<file path="config.mk">
export PLATFORM = sky130hd
export DESIGN_NAME = uart_tx_flat
export DESIGN_NICKNAME = d
export VERILOG_FILES = /design/src/rtl/uart_tx_if.sv /design/src/rtl/uart_tx.sv /design/src/flat_wrapper.sv
export SDC_FILE = /design/constraint.sdc
export NUM_CORES = 1
export LEC_CHECK = 0
export CAP_MARGIN = 20
export CORE_ASPECT_RATIO = 0.6
export CORE_UTILIZATION = 53
export DETAILED_ROUTE_END_ITERATION = 7
export PLACE_DENSITY = 0.77
export SYNTH_ARGS = -nofsm -noshare
export SYNTH_HDL_FRONTEND = slang
export SYNTH_SLANG_ARGS = --single-unit
</file>
<file path="constraint.sdc">
create_clock -name clk -period 2.2 [get_ports clk]
set_input_delay 0.55 -clock clk [delete_from_list [all_inputs] [get_ports clk]]
set_output_delay 0.55 -clock clk [all_outputs]
set_load 0.1 [all_outputs]
</file>
<file path="src/rtl/uart_tx_if.sv">
// Byte-level handshake between a UART transmitter and its client.
// The master supplies the byte and request; the slave reports status.
interface uart_tx_if;
   logic [7:0] tx_data;
   logic       tx_start;
   logic       tx_ready;
   logic       tx_busy;
   logic       tx_done;

   modport master (
      output tx_data, tx_start,
      input  tx_ready, tx_busy, tx_done
   );

   modport slave (
      input  tx_data, tx_start,
      output tx_ready, tx_busy, tx_done
   );
endinterface

</file>
<file path="src/rtl/uart_tx.sv">
// UART transmitter: start, 8 data bits LSB first, optional parity, one stop bit.
// The bit-period divider restarts on every accept, so the start bit is never short.
module uart_tx #(
   parameter int CLK_FREQ   = 50000000,
   parameter int BAUD_RATE  = 1000000,
   parameter int PARITY_EN  = 0,
   parameter int PARITY_ODD = 0
) (
   input  logic      clk,
   input  logic      reset,
   uart_tx_if.slave  bus,
   output logic      tx
);
   localparam int DIVISOR = CLK_FREQ / BAUD_RATE;
   localparam int DIV_W   = (DIVISOR > 1) ? $clog2(DIVISOR) : 1;
   localparam logic [DIV_W-1:0] DIV_LAST = DIV_W'(DIVISOR - 1);

   typedef enum logic [2:0] {IDLE, START, DATA, PARITY, STOP} state_t;

   state_t           state;
   logic [DIV_W-1:0] div;
   logic [2:0]       bit_cnt;
   logic [7:0]       shift;
   logic             par_bit;
   logic             ready;
   logic             done;
   logic             wrap;

   assign wrap         = (div == DIV_LAST);
   assign bus.tx_ready = ready;
   assign bus.tx_busy  = ~ready;
   assign bus.tx_done  = done;

   always_ff @(posedge clk or posedge reset) begin
      if (reset) begin
         state   <= IDLE;
         div     <= '0;
         bit_cnt <= '0;
         shift   <= '0;
         par_bit <= 1'b0;
         ready   <= 1'b1;
         done    <= 1'b0;
         tx      <= 1'b1;
      end else begin
         done <= 1'b0;
         if (state == IDLE) begin
            div <= '0;
            tx  <= 1'b1;
            if (bus.tx_start) begin
               shift   <= bus.tx_data;
               // Parity is fixed at accept, since the shift register is consumed in flight.
               par_bit <= (^bus.tx_data) ^ (PARITY_ODD != 0);
               bit_cnt <= '0;
               tx      <= 1'b0;
               ready   <= 1'b0;
               state   <= START;
            end
         end else begin
            div <= wrap ? '0 : div + DIV_W'(1);
            if (wrap) begin
               case (state)
                  START: begin
                     tx    <= shift[0];
                     state <= DATA;
                  end
                  DATA: begin
                     if (bit_cnt == 3'd7) begin
                        if (PARITY_EN != 0) begin
                           tx    <= par_bit;
                           state <= PARITY;
                        end else begin
                           tx    <= 1'b1;
                           state <= STOP;
                        end
                     end else begin
                        tx      <= shift[1];
                        shift   <= shift >> 1;
                        bit_cnt <= bit_cnt + 3'd1;
                     end
                  end
                  PARITY: begin
                     tx    <= 1'b1;
                     state <= STOP;
                  end
                  STOP: begin
                     state <= IDLE;
                     ready <= 1'b1;
                     done  <= 1'b1;
                  end
                  default: begin
                     tx    <= 1'b1;
                     ready <= 1'b1;
                     state <= IDLE;
                  end
               endcase
            end
         end
      end
   end
endmodule
</file>
<file path="src/flat_wrapper.sv">
// flat-port wrapper written by rule: the top's interface ports become plain ports
module uart_tx_flat 
#(
   parameter int CLK_FREQ   = 50000000,
   parameter int BAUD_RATE  = 1000000,
   parameter int PARITY_EN  = 0,
   parameter int PARITY_ODD = 0
)
  (clk, reset, tx, bus_tx_data, bus_tx_start, bus_tx_ready, bus_tx_busy, bus_tx_done);
  uart_tx_if bus_i ();
  input  logic clk;
  input  logic reset;
  output logic tx;
  input wire logic [$bits(bus_i.tx_data)-1:0] bus_tx_data;
  input wire logic [$bits(bus_i.tx_start)-1:0] bus_tx_start;
  output wire logic [$bits(bus_i.tx_ready)-1:0] bus_tx_ready;
  output wire logic [$bits(bus_i.tx_busy)-1:0] bus_tx_busy;
  output wire logic [$bits(bus_i.tx_done)-1:0] bus_tx_done;
  assign bus_i.tx_data = bus_tx_data;
  assign bus_i.tx_start = bus_tx_start;
  assign bus_tx_ready = bus_i.tx_ready;
  assign bus_tx_busy = bus_i.tx_busy;
  assign bus_tx_done = bus_i.tx_done;
  uart_tx #(.CLK_FREQ(CLK_FREQ), .BAUD_RATE(BAUD_RATE), .PARITY_EN(PARITY_EN), .PARITY_ODD(PARITY_ODD)) u_core (.clk(clk), .reset(reset), .bus(bus_i), .tx(tx));
endmodule
</file>
* After elaboration in Yosys (flattened, before gate mapping)
Index checks and enable logic that the tools add are counted.
Widths: inputs -> output; s select.
** Storage, ports and cells
- Register bits :: 23
- Input bits :: 11
- Output and inout port bits :: 4
- Logic and storage cells :: 58
** Operators by class
- Add/sub/neg operators :: 2
- Eq/ne operators :: 11
- Multiplexer cells :: 29
- Bitwise operators :: 1
- Reduce and logical (&&, ||, !) cells :: 8
** Operators with widths (number)
- $mux 8 :: 5
- $mux 3 :: 9
- $mux 6 :: 2
- $mux 1 :: 11
- $pmux 3 s3 :: 1
- $add 6x1->6 const B :: 1
- $eq 3x2->1 const B :: 2
- $eq 3x3->1 const B :: 2
- $eq 6x6->1 const B :: 1
- $ne 2x1->1 const B :: 3
- $reduce_and 3->1 :: 2
- $reduce_and 4->1 :: 1
- $reduce_bool 2->1 :: 2
- $add 3x1->3 const B :: 1
- $eq 3x1->1 const B :: 1
- $logic_not 3->1 :: 1
- $ne 3x1->1 const B :: 1
- $pmux 1 s3 :: 1
- $reduce_or 3->1 :: 1
- $ne 2x2->1 const B :: 1
- $reduce_and 2->1 :: 1
- $not 1->1 :: 1

* Longest topological paths before layout
Gate-level depths: netlist of run 1.
- Word-level depth :: 5
- Mapped depth :: 7
- Gate-level depth less buffers :: 6

* Least setup slack after synthesis of run 1
OpenSTA, ideal clock, no wires.
- Path kind :: register to register
- From :: register u_core.bit_cnt[0]
- To :: register u_core.shift[1]
- Setup time :: 125 ps
- Arrival :: 1808 ps
- Data required time :: 2075 ps
- Slack :: 267 ps
- Cell stages (with the launch flop) :: 7
- Path buffers :: 0
- Period minus slack after synthesis :: 1933 ps
- Cells stage by stage :: dfrtp_1 -> ha_1 -> ha_1 -> nand2b_1 -> o32a_1 -> nor3_4 -> mux2_2
** Between the ends
- Cells in the longest elaborated chain, start to end :: 3
** RTL lines
- from (decl) :: RTL line uart_tx.sv:22 : logic [2:0] bit_cnt;
- from (signal assigned) :: RTL line uart_tx.sv:78 : bit_cnt <= bit_cnt + 3'd1;
- $eq 3x3->1 :: RTL line uart_tx.sv:67 : if (bit_cnt == 3'd7) begin
- $ne 2x1->1 (no line)
- $reduce_and 4->1 (no line)
- to (signal assigned) :: RTL line uart_tx.sv:50 : shift <= bus.tx_data;
- to (signal assigned) :: RTL line uart_tx.sv:77 : shift <= shift >> 1;
- to (decl) :: RTL line uart_tx.sv:23 : logic [7:0] shift;
No other way between the ends.
A chain may end at the register's enable or synchronous reset.

* Final worst setup path of run 1
- From :: register u_core.bit_cnt[0]
- To :: register u_core.shift[3]
The elaborated chain is that of the path after synthesis.

==> impl_results.md, run 1 <==
- Share of cells above drive strength 1: 25.0%
- CTS root buffer: clkbuf_8
- Post-layout util: 73.3%
- Vias in the first global route: around 840
- Rel. slew slack: 72.6%
- Slew Limit Fails: 0
- Storage element area: 578 sq um
- Worst vdd ir: about 0.47 mV
- Sequential area share after synthesis: between 40% and 50%
- DR WL met3: 174 um
- Mapped Avg Cell Area: roughly 11 sq um
- Setup CP Type: reg2reg
- Hold depth: 1
- DP Area: ~0.0014 sq mm
- CTS buffer count: 3
- Fin Setup TNS: 0 ps
- Detail Route Antenna Nets: 0
- Initial Util: 60.2%
- Vias: 884
- RSZ-0062 raised after global routing: no
- Core footprint: 0.00197 sq mm
- Setup violations, final: 0
- Worst slew pin tran: 410 ps
- DR pass1 iterations: 4
- First-pass GRT wire length: 4.02 mm
- Power per cell area: 503 mW/mm^2
- Clock Skew: 4.55 ps
- Multi-input gate area in the final layout: 553 sq um
- Clk Latency, worst-skew pair: approximately 270 ps
- HPWL after DPL: between 1.5 and 2 mm
- Mapped cell area: 0.00118 sq mm
- H-tree depth: 1
- Crit path arrival time: 2330 ps
- CP endpoint kind: register
- FILL cells: 140
- Synth warnings: 0
- Reg2reg end: u_core.shift[3]
- Synth Register Bits: 23
- Port buffer count: 14
- Avg WL per Cell: around 16 um
- Fin. Hold Viols: 0
- CP startpoint kind: register
- Core Rows: 12
- Vias/cell: roughly 5.7
- Drt drc: 0
- Max-cap check violation count: 0
- R2R setup slack: 40 ps
- Fin nets: 144
- Fin crit share: 98.3%
- Post-synth net total: 125
- Routed wire length: 2.53 mm
- Hold_buf cts: 0
- Min cycle time layout: 2160 ps
- Largest net degree at the start of global routing: 24
- Synth cell types: 32
- Cell count of the worst reg-to-reg path: 7
- Die Wd: 63.0 um
- Routed wl met2: 1.11 mm
- Outcome: finished, final reports clean
- Post-Synthesis Cells: 110
- CTS tree: built
- Die area: 0.00243 sq mm
- Drt initial violations: 65
- Die height: 38.6 um
- Gr ovfl total: 0
- Total GRT Usage: 23.8%
- Hold path endpoint: u_core.bit_cnt[0]
- Final Cell Area: 0.00144 sq mm
- HP Class: reg2reg
- Initial antenna violation count: 0
- I/O Pins: 15
- Total routed wire length on the met1 layer: 1.19 mm
- Clk sinks: 23
- FMAX: 0.463 GHz
- CTS Buffer Depth: 2
- Worst EP required: 2360 ps
- Gpl congestion: 0.803
- Worst r2r src: u_core.bit_cnt[0]
- Top layer in use: met4
- Leak pwr: around 0.70 nW
- Clock-pin slew of the registers on the worst-case setup and hold paths: roughly 80 ps
- Crit path max fanout: 4
- HP Start: u_core.bit_cnt[0]
- N_diodes: 0
- Layout area overhead: 21.9%
==> worst max path at each step <==
stage                            startpoint         endpoint  slack [ps]  cells past startpoint
after global routing      u_core.bit_cnt[0]  u_core.shift[6]           3                      7
final                     u_core.bit_cnt[0]  u_core.shift[3]          40                      7
after CTS                 u_core.bit_cnt[0]  u_core.shift[6]          40                      6
after detailed placement       bus_tx_start  u_core.shift[6]          70                      5
after global placement    u_core.bit_cnt[0]  u_core.shift[6]         120                      6
after floorplan           u_core.bit_cnt[0]  u_core.shift[1]         270                      6
==> repair_timing <==
| item | 4_1_cts | 5_1_grt |
|---|---|---|
| gates resized for setup | 0 | 2 |
| endpoints found under the setup margin | 0 | 6 |
| setup buffers | 0 | 2 |
==> per-stage QoR <==
stage	std cells	setup slack (ps)	total power, mW	hold WS, ps
3_5_place_dp	150	74.0	0.463	480
2_1_floorplan	110	267	0.439	457
3_3_place_gp	150	122	0.462	476
6_report	156	38.1	0.726	486
4_1_cts	154	44.6	0.729	491
5_1_grt	156	2.53	0.753	524
==> cells in the mapped netlist <==
cell | instances | area, sq um
nand4b_4 | 1 | 23.8
buf_4 | 1 | 7.51
nand3b_1 | 1 | 7.51
a2111oi_0 | 1 | 8.76
o21a_1 | 1 | 7.51
a21o_1 | 1 | 7.51
inv_1 | 7 | 26.3
a211o_1 | 1 | 8.76
nor3_4 | 1 | 16.3
nor2_1 | 11 | 41.3
o32a_1 | 1 | 10.0
or2_1 | 1 | 6.26
a21oi_1 | 5 | 25.0
nand2b_1 | 2 | 12.5
ha_1 | 4 | 50.1
buf_2 | 2 | 10.0
mux2_2 | 12 | 135
a31oi_1 | 1 | 6.26
nor3_2 | 1 | 10.0
clkbuf_1 | 3 | 11.3
nand2_1 | 8 | 30.0
dfrtp_1 | 21 | 526
mux2i_1 | 3 | 30.0
nor3_1 | 2 | 10.0
dfstp_2 | 2 | 52.6
o21ai_0 | 4 | 20.0
o211a_1 | 1 | 10.0
nand3_1 | 4 | 20.0
xnor2_1 | 2 | 17.5
xor2_1 | 2 | 17.5
o22ai_1 | 2 | 12.5
and3_1 | 1 | 6.26
==> placed cells by master (no fill, tap or decap), types with 2 or more instances in the layout <==
master           instances
dfrtp_1                 21
mux2_2                  12
nor2_1                  11
clkdlybuf4s50_1         10
nand2_1                  8
inv_1                    7
buf_4                    7
a21oi_1                  5
o21ai_0                  4
nand3_1                  4
mux2i_1                  3
ha_1                     3
clkbuf_8                 3
nand2b_1                 2
nor3_1                   2
xor2_1                   2
xnor2_1                  2
o22ai_1                  2
buf_12                   2
dfstp_2                  2
==> per-layer routing <==
layer,vias to the layer above,global-route usage [%]
li1,415,-
met1,428,31.1
met2,35,39.2
met3,6,6.47
met4,0,7.56
met5,-,0
==> cell families after synthesis <==
logic type / Yosys count / synth area share [%]
simple gates: 33 / 15.5
xor+xnor: 4 / 2.96
mux: 15 / 14.0
fa+ha+maj: 4 / 4.23
flops: 23 / 48.8
buf+inv: 13 / 4.65
compound gates: 18 / 9.83
==> registers in the layout, indices dropped and copies added (netlist names) <==
| name | count |
|---|---|
| u_core.bit_cnt | 3 |
| u_core.div | 6 |
| u_core.state | 3 |
| u_core.tx | 1 |
| u_core.bus.tx_ready | 1 |
| u_core.shift | 8 |
| u_core.bus.tx_done | 1 |
==> final cells by class <==
cell class	instances	area share, %
sequential	23	40.1
multi-input combinational	74	38.3
timing repair buffer	20	14.1
clock buffer	3	2.86
tap	28	2.43
inverter	7	1.82
clock inverter	1	0.347
==> report_power, final <==
| group | switching [mW] | internal [mW] |
|---|---|---|
| combinational | 0.0134 | 0.0189 |
| sequential | 0 | 0.422 |
| clock | 0.144 | 0.127 |
| total | 0.158 | 0.568 |
==> worst max-delay path, stage by stage, from the launching register on <==
cell and delay (ps):
dfrtp_1 400, ha_1 200, ha_2 200, nand2b_1 150, o32a_1 330, nor3_4 270
buf_4 180, mux2_2 340
Power figures use the tool's default switching activity.
==> run 2, diff against run 1 <==
- PLACE_DENSITY: 0.77 -> 0.88
==> run 2 against run 1 <==
  * Flip-flop and latch count did not move
  * Total power fell by 1.6%
  * Die area did not move
  * Critical path depth did not move
  * Via count rose by 1.8%
  * Non-clock buffer count fell by 2
  * Clock-buffer cell count rose by 1
  * Clock power fell by 4%
  * Clock skew rose by 1.6 ps
  * Setup slack improved by 36 ps
  * Register-to-register slack improved by 40 ps
  * Critical path type unchanged
  * Critical endpoint is now u_core.shift[4]
  * Largest power group unchanged
==> impl_results.md, run 2 (synthesized netlist as in run 1, its figures left out) <==
- Die Wd: 63.0 um
- Commonest non-fill, non-tap cell in the layout: dfrtp_1
- FMAX: about 0.47 GHz
- CP bufs+invs: 1
- Worst vdd ir: about 0.35 mV
- Hold_buf cts: 0
- Drt initial violations: around 110
- CP max-delay cell: dfrtp_1
- Post-layout util: 73.0%
- FILL cells: 147
- Final std cells w/o fill: 154
- Clk Latency, worst-skew pair: around 260 ps
- Core footprint: 0.00197 sq mm
- Total GRT Usage: 23.9%
- HP Class: reg2reg
- Peak per-stage delay on the critical path: 400 ps
- Power per cell area: 498 mW/mm^2
- Avg WL per Cell: 16.6 um
- Slew Limit Fails: 0
- N_diodes: 0
- CP endpoint kind: register
- Vias: 900
- Initial antenna violation count: 0
- Die height: 38.6 um
- CTS tree: built
- I/O Pins: 15
- Biggest regs: u_core.shift x8, u_core.div x6
- Most frequent cells in the layout: dfrtp_1, mux2_2, nor2_1, clkdlybuf4s50_1, nand2_1
- Vias in the first global route: 876
- Max-cap check violation count: 0
- CTS root buffer: clkbuf_8
- Core Rows: 12
- HPWL after DPL: about 1.8 mm
- Min cycle time layout: 2130 ps
- CP startpoint kind: register
- Layout area overhead: 21.2%
- Share of cells above drive strength 1: a little under a quarter
- RSZ-0062 raised after global routing: no
- Crit path max fanout: 7
- Rel. slew slack: 72.5%
- Max FFs per register: 8
- Worst slew pin tran: 403 ps
- CTS buffer count: 3
- DR pass1 iterations: 4
- Outcome: finished, final reports clean
- Setup violations, final: 0
- Dpl cells: 149
- Setup CP Type: reg2reg
- H-tree depth: 1
- Worst EP required: 2350 ps
- Fin Setup TNS: 0 ps
- CP cell instances: ha_1 -> ha_2 -> nand2b_1 -> o32a_1 -> nor3_4 -> buf_12 -> mux2_2
- Gr ovfl total: 0
- Crit path arrival time: 2270 ps
- Clock Skew: slightly above 6 ps
- Fin. Hold Viols: 0
- CTS Buffer Depth: 2
- Detail Route Antenna Nets: 0
- Fin nets: 142
- Clk sinks: 23
- Clock-pin slew of the registers on the worst-case setup and hold paths: 70 ps
- Leak pwr: 0.690 nW
- CP top delay family: adder cells
- Drt drc: 0
- Routed wire length: 2.55 mm
- Vias/cell: 5.84
- Gpl congestion: 0.817
- Top reg by flops: u_core.shift
- Die area: 0.00243 sq mm
- Initial Util: approximately three fifths
- Fin crit share: between 90% and 100%
- Largest net degree at the start of global routing: 24
- Port buffer count: 14
- First-pass GRT wire length: approximately 4.2 mm
## run 2: changes by cell type in the layout (fill, tap and decap cells not counted), sizes merged
| cell | previous run | this run |
|---|---|---|
| buf | 10 | 8 |
| clkbuf | 3 | 4 |
| clkinv | 1 | 0 |
## run 2: what timing repair did
item / CTS / global route
gates resized for setup: 0 / 1
setup endpoints to repair: 0 / 6
setup buffers: 0 / 1
## run 2: final cells by class
type	instances	area, sq um	share of cell area [%]
Sequential cell	23	578	40.3
Multi-Input combinational cell	74	553	38.5
Timing Repair Buffer	18	198	13.8
Clock buffer	4	45.0	3.14
Tap cell	28	35.0	2.44
Inverter	7	26.3	1.83
## run 2: metal layers
metal | vias to the layer above | global-route usage (%) | wire [um]
met1 | 435 | 30.4 | 1110
met4 | 0 | 12.2 | 59
met3 | 8 | 7.06 | 173
met5 | - | 0 | 0
li1 | 408 | - | -
met2 | 49 | 38.2 | 1210
## run 2: per-stage QoR
step / power [mW] / setup slack, ps / instance area [sq um] / hold slack [ps]
global route: 0.741 / 10.1 / 1440 / 530
detailed placement: 0.463 / 57.1 / 1370 / 481
global placement: 0.462 / 130 / 1370 / 474
finish: 0.714 / 74.4 / 1440 / 493
CTS: 0.720 / 39.2 / 1410 / 491
floorplan: 0.439 / 267 / 1180 / 457
## run 2: power by group
| part | internal (mW) | switching (mW) | leakage [nW] |
|---|---|---|---|
| Clock | 0.129 | 0.130 | 0.0228 |
| Combinational | 0.0189 | 0.0137 | 0.387 |
| Sequential | 0.423 | 0 | 0.280 |
## run 2: path summary, 6_finish.rpt
kind                                    from                  end  slack (ps)  cells past startpoint
setup / recovery           u_core.bit_cnt[0]      u_core.shift[4]          70                      7
hold / removal             u_core.bit_cnt[0]    u_core.bit_cnt[0]         490                      1
setup reg to reg           u_core.bit_cnt[0]      u_core.shift[4]          70                      7
hold reg to reg            u_core.bit_cnt[0]    u_core.bit_cnt[0]         490                      1
max in group asynchronous              reset  u_core.bus.tx_ready        1310                      3
min in group asynchronous              reset        u_core.div[5]         620                      3
==> run 3, diff against run 2 <==
- TNS_END_PERCENT: default -> 5
==> results of run 3 <==
The final DEF is identical to that of run 2; final timing and power are the same.
